[src/rtl/isq_dispatch.sv]
// isq_dispatch: single-entry dispatch stage between rename and the issue queue.
// Holds one instruction in an output register and looks up a physical-register
// busy table to decide whether each source operand must sleep in the issue queue.
//
// Ports:
//   clock, reset                 single clock, synchronous active-high reset
//   rn2disp_valid/ready/data     rename -> dispatch handshake, packed instruction
//   flush                        drop held instruction, clear busy table
//   wb_valid, wb_prd             writeback completion (clears busy, wakes sleepers)
//   disp2isq_wren/wrdata         held instruction presented to the issue queue
//   disp2isq_sleep_rs1/rs2       source operand not yet produced
//   isq2disp_ready               issue queue has a free slot
//   stall_cnt                    free-running count of wren && !isq2disp_ready cycles
module isq_dispatch #(
  parameter int DATA_WIDTH = 248,
  parameter int PREG_NUM   = 64,
  localparam int TAG_W     = 6
) (
  input  logic                  clock,
  input  logic                  reset,
  input  logic                  rn2disp_valid,
  output logic                  rn2disp_ready,
  input  logic [DATA_WIDTH-1:0] rn2disp_data,
  input  logic                  flush,
  input  logic                  wb_valid,
  input  logic [TAG_W-1:0]      wb_prd,
  output logic                  disp2isq_wren,
  output logic [DATA_WIDTH-1:0] disp2isq_wrdata,
  output logic                  disp2isq_sleep_rs1,
  output logic                  disp2isq_sleep_rs2,
  input  logic                  isq2disp_ready,
  output logic [31:0]           stall_cnt
);

  logic                  hold_valid;
  logic [DATA_WIDTH-1:0] hold_data;
  logic                  hold_sleep1, hold_sleep2;
  logic [PREG_NUM-1:0]   busy;
  logic [PREG_NUM-1:0]   busy_nxt;

  // Field decode of the incoming word
  logic [TAG_W-1:0] in_prd, in_prs1, in_prs2;
  logic             in_need_wb, in_src1_reg, in_src2_reg;
  assign in_prd      = rn2disp_data[129:124];
  assign in_need_wb  = rn2disp_data[117];
  assign in_prs1     = rn2disp_data[116:111];
  assign in_prs2     = rn2disp_data[110:105];
  assign in_src1_reg = rn2disp_data[104];
  assign in_src2_reg = rn2disp_data[103];

  // Source tags of the held word, for wakeup while stalled
  logic [TAG_W-1:0] hold_prs1, hold_prs2;
  assign hold_prs1 = hold_data[116:111];
  assign hold_prs2 = hold_data[110:105];

  logic accept, drain;
  assign rn2disp_ready = !flush && (!hold_valid || isq2disp_ready);
  assign accept        = rn2disp_valid && rn2disp_ready;
  assign drain         = hold_valid && isq2disp_ready;

  // Load-time sleep: busy lookup with same-cycle writeback bypass
  logic load_sleep1, load_sleep2;
  assign load_sleep1 = in_src1_reg && busy[in_prs1] && !(wb_valid && wb_prd == in_prs1);
  assign load_sleep2 = in_src2_reg && busy[in_prs2] && !(wb_valid && wb_prd == in_prs2);

  // Busy update: writeback clears, accepted producer sets; set is applied last so it wins.
  always_comb begin
    busy_nxt = busy;
    if (wb_valid) busy_nxt[wb_prd] = 1'b0;
    if (accept && in_need_wb && in_prd != '0) busy_nxt[in_prd] = 1'b1;
    busy_nxt[0] = 1'b0;
  end

  always_ff @(posedge clock) begin
    if (reset) begin
      hold_valid  <= 1'b0;
      hold_data   <= '0;
      hold_sleep1 <= 1'b0;
      hold_sleep2 <= 1'b0;
      busy        <= '0;
    end else if (flush) begin
      hold_valid  <= 1'b0;
      hold_sleep1 <= 1'b0;
      hold_sleep2 <= 1'b0;
      busy        <= '0;
    end else begin
      busy <= busy_nxt;
      if (accept) begin
        hold_valid  <= 1'b1;
        hold_data   <= rn2disp_data;
        hold_sleep1 <= load_sleep1;
        hold_sleep2 <= load_sleep2;
      end else if (drain) begin
        hold_valid  <= 1'b0;
      end else if (hold_valid && wb_valid) begin
        // Sleep bits only ever clear while the word is stalled
        if (wb_prd == hold_prs1) hold_sleep1 <= 1'b0;
        if (wb_prd == hold_prs2) hold_sleep2 <= 1'b0;
      end
    end
  end

  // Wraps naturally at 2^32
  always_ff @(posedge clock) begin
    if (reset)                            stall_cnt <= '0;
    else if (hold_valid && !isq2disp_ready) stall_cnt <= stall_cnt + 32'd1;
  end

  assign disp2isq_wren      = hold_valid;
  assign disp2isq_wrdata    = hold_data;
  assign disp2isq_sleep_rs1 = hold_sleep1;
  assign disp2isq_sleep_rs2 = hold_sleep2;

endmodule

[config.mk]
export PLATFORM = sky130hd
export DESIGN_NAME = isq_dispatch
export DESIGN_NICKNAME = d
export VERILOG_FILES = /design/src/rtl/isq_dispatch.sv
export SDC_FILE = /design/constraint.sdc
export NUM_CORES = 1
export LEC_CHECK = 0
export BUFFER_PORTS_ARGS = -buffer_cell sky130_fd_sc_hd__buf_4
export CAP_MARGIN = 20
export CORE_MARGIN = 3
export CORE_UTILIZATION = 25
export CTS_BUF_LIST = sky130_fd_sc_hd__clkbuf_4
export DETAILED_ROUTE_END_ITERATION = 10
export PLACE_DENSITY = 0.48
export REMOVE_ABC_BUFFERS = 1
export SYNTH_ARGS = -nofsm -noshare
export SYNTH_HDL_FRONTEND = slang
export SYNTH_SLANG_ARGS = --single-unit
export TNS_END_PERCENT = 50
[constraint.sdc]
create_clock -name clock -period 3.99 [get_ports clock]
set_clock_uncertainty 0.05 [all_clocks]
set_input_delay 0.9975 -clock clock [delete_from_list [all_inputs] [get_ports clock]]
set_output_delay 0.9975 -clock clock [all_outputs]
set_load 0.05 [all_outputs]
Yosys cells after proc, flatten, opt, wreduce, memory -nomap -nowiden
Index checks and enable logic that the tools add are counted.
- flip-flop bits (word level): 347
- output and inout port bits: 284
- logic and storage cells: 73
- add/sub/neg operators: 1
- order comparisons: 6
- eq/ne operators: 5
- muxes and demuxes: 20
- bitwise gates (word level): 4
- reductions and logical operators: 30
- operators with widths (kind ; number):
    $mux W64 ; 2
    $and A64 B64 Y64 ; 1
    $not A64 Y64 ; 1
    $or A64 B64 Y64 ; 1
    $add A32 B1 Y32 const B ; 1
    $lt A6 B7 Y1 const B ; 4
    $eq A6 B6 Y1 ; 4
    $logic_and A1 B1 Y1 ; 15
    $mux W1 ; 14
    $bmux W1 S6 ; 2
    $demux W1 S6 ; 2
    $ge A6 B1 Y1 const B ; 2
    $reduce_bool A2 Y1 ; 4
    $reduce_and A3 Y1 ; 2
    $reduce_bool A6 Y1 ; 1
    $logic_not A1 Y1 ; 5
    $ne A2 B2 Y1 const B ; 1
    $reduce_and A2 Y1 ; 1
    $reduce_or A2 Y1 ; 1
    $logic_or A1 B1 Y1 ; 1
    $not A1 Y1 ; 1

Logic depth before layout (Yosys ltp)
Gate-level depths: netlist of run 1.
- depth in word-level cells: 9
- gate-level depth with buffers: 8
- mapped depth without buffers: 6

Worst setup path after synthesis of run 1
OpenSTA, ideal clock, no wires.
- kind: input to register
- from: in rn2disp_data[111]
- to: reg hold_sleep1 (netlist: disp2isq_sleep_rs1)
- setup time: 0.124 ns
- arrival time: 3.037 ns
- data required time: 3.816 ns
- setup slack: 0.779 ns
- stages on the path: 7
- buffers on the path: 2
- cell sequence: clkbuf_1 clkbuf_1 mux4_2 mux2_2 mux4_2 a31oi_1 o21ai_0
- cells in the longest elaborated chain, start to end: 5
- RTL lines (what ; line ; RTL):
    start: declaration ; 23 ; input logic [DATA_WIDTH-1:0] rn2disp_data,
    $bmux W1 S6 or $eq A6 B6 Y1 (tied branches) ; 63 ; assign load_sleep1 = in_src1_reg && busy[in_prs1] && !(wb_valid && wb_prd == in_prs1);
    $mux W1 (implied by the code) or $logic_and A1 B1 Y1 (tied branches) ; 63 ;
    $logic_and A1 B1 Y1 or $logic_not A1 Y1 (tied branches) ; 63 ;
    $logic_and A1 B1 Y1 * ; 63 ;
    $mux W1 * ; 88 ; if (accept) begin
    end signal: assignment ; 91 ; hold_sleep1 <= load_sleep1;
    end: declaration ; 37 ; logic hold_sleep1, hold_sleep2;
Every way passes the cells marked *; elsewhere a longest branch is shown, timed or not. The select of a mux whose other input is x is not followed.
A chain may end at the register's enable or synchronous reset.

Worst setup path in the final report of run 1
- from: reg hold_valid (netlist: disp2isq_wren)
- to: out rn2disp_ready
- cells in the longest elaborated chain, start to end: 3
- RTL lines (what ; line ; RTL):
    start: declaration ; 35 ; logic hold_valid;
    start signal: assignment ; 76 ; hold_valid <= 1'b0;
    start signal: assignment ; 82 ; hold_valid <= 1'b0;
    start signal: assignment ; 89 ; hold_valid <= 1'b1;
    $logic_not A1 Y1 ; 57 ; assign rn2disp_ready = !flush && (!hold_valid || isq2disp_ready);
    $logic_or A1 B1 Y1 ; 57 ;
    $logic_and A1 B1 Y1 ; 57 ;
    end: declaration ; 22 ; output logic rn2disp_ready,
Every way passes these cells.

==> results of run 1 <==
## worst register-to-register path: cells and delay by family, from the launching register on
family | cells | cell delay [ns]
flops | 1 | 0.41
buf+inv | 1 | 0.15
simple gates | 3 | 1.60
compound gates | 1 | 0.13
## per-layer routing
| metal | up-vias | wire (um) | GRT usage | part of all wire |
|---|---|---|---|---|
| met5 | - | 13 | 0 | 0.00023 |
| met1 | 6721 | 22740 | 0.2169 | 0.40 |
| li1 | 6968 | - | - | - |
| met2 | 589 | 26950 | 0.3064 | 0.47 |
| met4 | 2 | 2062 | 0.07603 | 0.036 |
| met3 | 121 | 5300 | 0.07028 | 0.093 |
## placed cells by master (no fill, tap or decap), drive strengths merged, types with 3 or more instances in the layout
cell	count
nand2	580
buf	566
dfxtp	346
a21oi	327
clkbuf	147
o21ai	73
nor2	32
xnor2	30
mux4	28
nand3	25
clkinv	17
mux2i	13
nor3	13
nand4	12
nand3b	12
xor2	12
or3	12
inv	11
nor2b	9
nor3b	8
or4	7
and3	7
nor4	6
diode	5
o31ai	5
mux2	4
or2	3
and3b	3
or3b	3
and4	3
## sequential cells by signal, indices dropped and copies added, names as in the netlist
name	cells
disp2isq_wrdata	248
stall_cnt	32
disp2isq_sleep_rs1	1
disp2isq_wren	1
disp2isq_sleep_rs2	1
busy	63
## worst paths after layout
check / start / to / slack (ns)
worst min-delay path: rn2disp_data[92] / disp2isq_wrdata[92] / 0.36
worst max-delay path: disp2isq_wren / rn2disp_ready / 1.02
worst min register to register: disp2isq_wrdata[209] / disp2isq_wrdata[209] / 0.40
worst max register to register: stall_cnt[10] / stall_cnt[31] / 1.57
## power by group
group | leakage [nW] | switching (mW) | internal, mW
combinational | 4.50 | 0.857 | 0.449
sequential | 2.82 | 0.0657 | 3.57
clock | 0.738 | 1.55 | 1.79
## final cells by class
class / instances / area (um2) / share of cell area
Tap cell: 739 / 924.6 / 0.04624
Sequential cell: 346 / 6927 / 0.3464
Clock buffer: 146 / 1096 / 0.05481
Antenna cell: 5 / 12.51 / 0.0006257
Multi-Input combinational cell: 1249 / 6497 / 0.3249
Timing Repair Buffer: 567 / 4350 / 0.2175
Inverter: 9 / 33.78 / 0.001689
Clock inverter: 23 / 156.4 / 0.007821
## kinds of logic (layout without fill, tap and decap cells)
family / count (synthesis) / count (layout) / synth area share
xor gates and xnor gates: 42 / 42 / 0.02635
muxes: 45 / 45 / 0.05773
other: 0 / 5 / 0
adders and majority gates: 1 / 1 / 0.0008962
DFF: 346 / 346 / 0.4962
buffers and inverters: 141 / 745 / 0.03908
and+or+nand+nor: 741 / 741 / 0.2248
AOI/OAI and AO/OA: 420 / 420 / 0.1549
==> reports/summary.txt, run 1 <==
Fmax: 0.3366 GHz
Dominant synthesized flop cell: sky130_fd_sc_hd__dfxtp_1
Final sum of negative setup slack: 0 ns
Post-CTS Hold Buffers: 0
Antenna violations before repair: 5
Total count of max-transition violations in the final report: 0
Core Region: 54560 um2
Detail-routed via count per cell: 4.670
Ports: 544
Grt total ovfl: 0
Minimum clock period after layout: 2.971 ns
Number of buffers created by CTS: 102
Count of cell instances traversed by the critical path: 3
Number of vias in the routed layout: 14401
#FFs+latches synth: 346
Post-route core utilization: 0.3665
GPL Wtd Cong: 0.8593
Total GRT Usage: 0.1857
Maximum clock path buffer count: 3
Path class of the lowest-slack min-delay path: in2reg
Setup slack at placement: 0.8679 ns
Static leakage: 8.056 nW
Clk Latency, worst-skew pair: 0.81 ns
Non-filler cells in the finished layout: 3084
Max-capacitance violation count: 0
Initial core utilization: 0.2558
Depth of the worst hold-timing path: 3
Cell family with the largest share of critical-path delay: simple AND/OR/NAND/NOR gates
Largest cells by area after synthesis: sky130_fd_sc_hd__dfxtp_1, sky130_fd_sc_hd__nand2_1, sky130_fd_sc_hd__a21oi_1
Maximum number of pins on one net before global-route repair: 155
Number of post-CTS setup repair buffers: 0
Clock-pin slew reported for the worst setup and hold paths after clock tree synthesis: 0.06 ns
Most frequent cells after synthesis: sky130_fd_sc_hd__nand2_1, sky130_fd_sc_hd__dfxtp_1, sky130_fd_sc_hd__a21oi_1
Area growth from synthesis to final layout: 43.27%
Ys async rst share: 0
PostCTS Resize Cnt: 0
Final layout net count: 2536
Type of the worst setup path: reg2out
Number of setup violations in the final report: 0
Routed len/inst: 18.50 um
Worst hold margin: 0.3646 ns
Port bufs: 543
Total power of the final layout: 8.285 mW
Total Wirelength: 57060 um
Worst Setup End Kind: primary output
Synth top area share: 0.4962
Unrepaired setup endpoints after global routing: no
Post-layout worst setup margin: 1.019 ns
IR Drop Worst-Case VDD: 0.2406 mV
First-pass GRT wire length: 85080 um
TritonCTS clock tree: built
Die Height: 242.3 um
DRT Pass-1 Iters: 5
Worst slew margin: 0.1701
Cell area after technology mapping: 13960 um2
Maximum cell stage delay along the critical path: 0.34 ns
Cell count after synthesis: 1736
Most used standard cell by instance count after synthesis: sky130_fd_sc_hd__nand2_1
Placed instance area: 18730 um2
Power density over cell area: 414.3 nW/um2
Share of the clock period used by the worst path after layout: 0.7445
Worst Max-Slew Pin Slew: 1.242 ns
Startpoint types: flip-flop
Post-DP HPWL: 41240 um
Signal arrival time at the worst endpoint: 1.92 ns
Outcome: finished clean
Number of enable-type register cells in the synthesized netlist: 0
Antenna violation net count after detailed routing: 0
Number of buffers and inverters on the critical path: 1
Fraction of layout instances using a drive strength above 1: 0.3265
Horizontal die dimension: 242.3 um
Final std cell area, no fill: 20000 um2
Fillers: 5876
Peak fanout along the critical path: 7
Sequential fraction of the synthesis area: 0.4962
Root buffer cell: sky130_fd_sc_hd__clkbuf_4
Vias in the first global route: 13798
Clock sink count: 346
Critical-path cell with the highest stage delay: sky130_fd_sc_hd__dfxtp_1
Largest area contributor in the netlist: sky130_fd_sc_hd__dfxtp_1
# rows: 85
Level count of the clock H-tree: 3
FF-to-FF path depth: 5
Yosys warns: 0
Required time at the endpoint of the critical path: 2.94 ns
Ordered cell list for the critical path: and2b_2 > nor2_1 > buf_4
Count of final hold-check violations: 0
Post-Syn Area per Cell: 8.041 um2
Overall die area: 58700 um2
Cell count after placement: 2910
DRC violation count after routing: 0
Cell variety after synth: 52
First DRT Iteration DRCs: 795
No activity file was read; power rests on OpenSTA's default activity.
==> run 2: changes to the inputs <==
==> constraint.sdc (replaced) <==
create_clock -name clock -period 3.04 [get_ports clock]
set_clock_uncertainty 0.05 [all_clocks]
set_input_delay 0.76 -clock clock [delete_from_list [all_inputs] [get_ports clock]]
set_output_delay 0.76 -clock clock [all_outputs]
set_load 0.05 [all_outputs]
==> run 2 against run 1 <==
Net effect: cell count is 1.9% higher; critical path depth unchanged; sequential share of layout area shrank 0.90 points; design area grew 2.7%; highest routed layer unchanged; global-route usage increased by 0.29 points; combinational power grew 35%; sequential power rose by 31%; clock power up 33%; register-to-register slack got worse by 0.93 ns.
==> reports/summary.txt, run 2 (synthesis results as in run 1) <==
Max FFs per register: 248 (unchanged)
Setup slack at placement: 0.3037 ns (was 0.8679 ns)
Initial core utilization: 0.2558 (unchanged)
Final layout net count: 2581 (was 2536)
Post-DP HPWL: 41360 um (was 41240 um)
First-pass GRT wire length: 86970 um (was 85080 um)
# rows: 85 (unchanged)
Maximum clock path buffer count: 3 (unchanged)
Worst slew margin: 0.3741 (was 0.1701)
DRC violation count after routing: 0 (unchanged)
Grt total ovfl: 0 (unchanged)
Level count of the clock H-tree: 3 (unchanged)
Total count of max-transition violations in the final report: 0 (unchanged)
Number of buffers and inverters on the critical path: 1 (unchanged)
Comb power frac: 0.161 (was 0.158)
Clock sink count: 346 (unchanged)
Horizontal die dimension: 242.3 um (unchanged)
Detail-routed via count per cell: 4.629 (was 4.670)
Number of setup violations in the final report: 0 (unchanged)
PostCTS Resize Cnt: 0 (unchanged)
Uppermost metal layer occupied by signal nets: met5 (unchanged)
Fraction of layout instances using a drive strength above 1: 0.3293 (was 0.3265)
Post-route core utilization: 0.3764 (was 0.3665)
Commonest non-fill, non-tap cell in the layout: sky130_fd_sc_hd__nand2_1 (unchanged)
Overall die area: 58700 um2 (unchanged)
Area growth from synthesis to final layout: 47.10% (was 43.27%)
Fmax: 0.3624 GHz
Maximum cell stage delay along the critical path: 0.34 ns (about the same)
Switching component of the power: 3.253 mW (was 2.474 mW)
Antenna violations before repair: 3 (was 5)
Total Wirelength: 57580 um (was 57060 um)
Required time at the endpoint of the critical path: 2.23 ns (was 2.94 ns)
Total power of the final layout: 10.98 mW (was 8.285 mW)
Startpoint of the most critical setup path: disp2isq_wren (unchanged)
Power density over cell area: 534.9 nW/um2 (was 414.3 nW/um2)
Top library cells by usage in the layout, fill and taps aside: sky130_fd_sc_hd__nand2_1, sky130_fd_sc_hd__buf_4, sky130_fd_sc_hd__dfxtp_1, sky130_fd_sc_hd__a21oi_1, sky130_fd_sc_hd__clkbuf_4 (unchanged)
Die Height: 242.3 um (unchanged)
Count of final hold-check violations: 0 (unchanged)
Sw frac: 0.2962 (was 0.2986)
Ports: 544 (unchanged)
Met3 layer wire length in the routed design: 4607 um (was 5300 um)
Part of the total power dissipated in the clock network: 0.404 (was 0.403)
Static leakage: 8.335 nW (was 8.056 nW)
Routed len/inst: 18.33 um (was 18.50 um)
Clock-pin slew reported for the worst setup and hold paths after clock tree synthesis: 0.07 ns (was 0.06 ns)
Critical-path cell with the highest stage delay: sky130_fd_sc_hd__dfxtp_1 (unchanged)
Number of post-CTS setup repair buffers: 0 (unchanged)
Worst Setup End Kind: primary output (unchanged)
Unrepaired setup endpoints after global routing: no (unchanged)
Outcome: finished clean (unchanged)
Max-capacitance violation count: 0 (unchanged)
Startpoint of the worst hold path: rn2disp_data[66] (was rn2disp_data[92])
Cell-internal power: 7.730 mW (was 5.811 mW)
Share of the clock period used by the worst path after layout: 0.9076
Post-CTS Hold Buffers: 27 (was 0)
TritonCTS clock tree: built (unchanged)
Worst flop-to-flop path startpoint: stall_cnt[11] (was stall_cnt[10])
Antenna violation net count after detailed routing: 0 (unchanged)
Signal arrival time at the worst endpoint: 1.95 ns (was 1.92 ns)
Maximum number of pins on one net before global-route repair: 149 (was 155)
Peak fanout along the critical path: 7 (unchanged)
Clk Latency, worst-skew pair: 0.83 ns (was 0.81 ns)
Worst hold margin: 0.1334 ns (was 0.3646 ns)
Reg power frac: 0.435 (was 0.439)
GPL Wtd Cong: 0.8787 (was 0.8593)
Path class of the lowest-slack min-delay path: in2reg (unchanged)
DRT Pass-1 Iters: 5 (unchanged)
Startpoint types: flip-flop (unchanged)
Post-layout worst setup margin: 0.2809 ns (was 1.019 ns)
Worst Max-Slew Pin Slew: 0.9368 ns (was 1.242 ns)
Vias in the first global route: 14384 (was 13798)
First DRT Iteration DRCs: 775 (was 795)
Port bufs: 543 (unchanged)
Ordered cell list for the critical path: and2b_2 > nor2_1 > buf_4 (unchanged)
Sum of met2 wire segment lengths after detailed routing: 28310 um (was 26950 um)
Detailed-route wire length on metal 1: 23000 um (was 22740 um)
Core Region: 54560 um2 (unchanged)
Number of vias in the routed layout: 14544 (was 14401)
Cell family with the largest share of critical-path delay: simple AND/OR/NAND/NOR gates (unchanged)
Total GRT Usage: 0.1886 (was 0.1857)
Type of the worst setup path: reg2out (unchanged)
IR Drop Worst-Case VDD: 0.2491 mV (was 0.2406 mV)
Root buffer cell: sky130_fd_sc_hd__clkbuf_4 (unchanged)
Minimum clock period after layout: 2.759 ns
Number of buffers created by CTS: 100 (was 102)
## run 2: cell types whose count changed in the layout (fill, tap and decap cells not counted)
cell	change
sky130_fd_sc_hd__clkinvlp_4	-2
sky130_fd_sc_hd__inv_6	-1
sky130_fd_sc_hd__inv_2	+2
sky130_fd_sc_hd__dlygate4sd3_1	+27
sky130_fd_sc_hd__buf_12	+6
sky130_fd_sc_hd__buf_4	+14
sky130_fd_sc_hd__clkinv_2	+3
sky130_fd_sc_hd__clkbuf_4	+4
sky130_fd_sc_hd__clkinv_4	-1
sky130_fd_sc_hd__clkinv_1	+4
sky130_fd_sc_hd__diode_2	+2
## run 2: path summary, 6_finish.rpt
check | endpoint | slack [ns] | cells past startpoint
min | disp2isq_wrdata[66] | 0.13 | 3
max | rn2disp_ready | 0.28 | 3
max reg2reg | stall_cnt[31] | 0.64 | 5
min reg2reg | disp2isq_wrdata[0] | 0.40 | 2
## run 2: worst min-delay path, stage by stage
cell	delay, ns
sky130_fd_sc_hd__buf_4	0.11
sky130_fd_sc_hd__nand2_1	0.05
sky130_fd_sc_hd__a21oi_1	0.05
## run 2: power by group through the flow
stage / Clock, mW / Sequential [mW] / Combinational (mW)
floorplan: 0 / 5.40 / 0.366
global route: 4.89 / 4.79 / 1.88
CTS: 4.65 / 4.77 / 1.79
finish: 4.44 / 4.77 / 1.77
detailed placement: 0 / 4.88 / 1.75
global placement: 0 / 4.87 / 1.74
## run 2: per-layer routing
| layer | GRT usage | vias to the layer above |
|---|---|---|
| met5 | 0 | - |
| met3 | 0.06397 | 111 |
| met2 | 0.3235 | 567 |
| li1 | - | 7092 |
| met1 | 0.2185 | 6772 |
| met4 | 0.06807 | 2 |
## run 2: through the flow
| step | std cells | cell area, um2 | TNS (ns) |
|---|---|---|---|
| floorplan | 1604 | 13450 | -700.60 |
| global placement | 2930 | 18960 | 0 |
| detailed placement | 2930 | 18960 | 0 |
| CTS | 3135 | 20520 | 0 |
| global route | 3141 | 20530 | 0 |
| finish | 3142 | 20530 | 0 |
## run 2: area by class of cell
| cell class | count | area (um2) |
|---|---|---|
| diodes | 7 | 17.52 |
| repair buffers | 614 | 4846 |
| multi-input cells | 1249 | 6497 |
| inverters | 9 | 33.78 |
| clock buffers | 150 | 1126 |
| clock inverters | 28 | 161.4 |
| fillers | 5731 | 34030 |
| well taps | 739 | 924.6 |
| flip-flops and latches | 346 | 6927 |
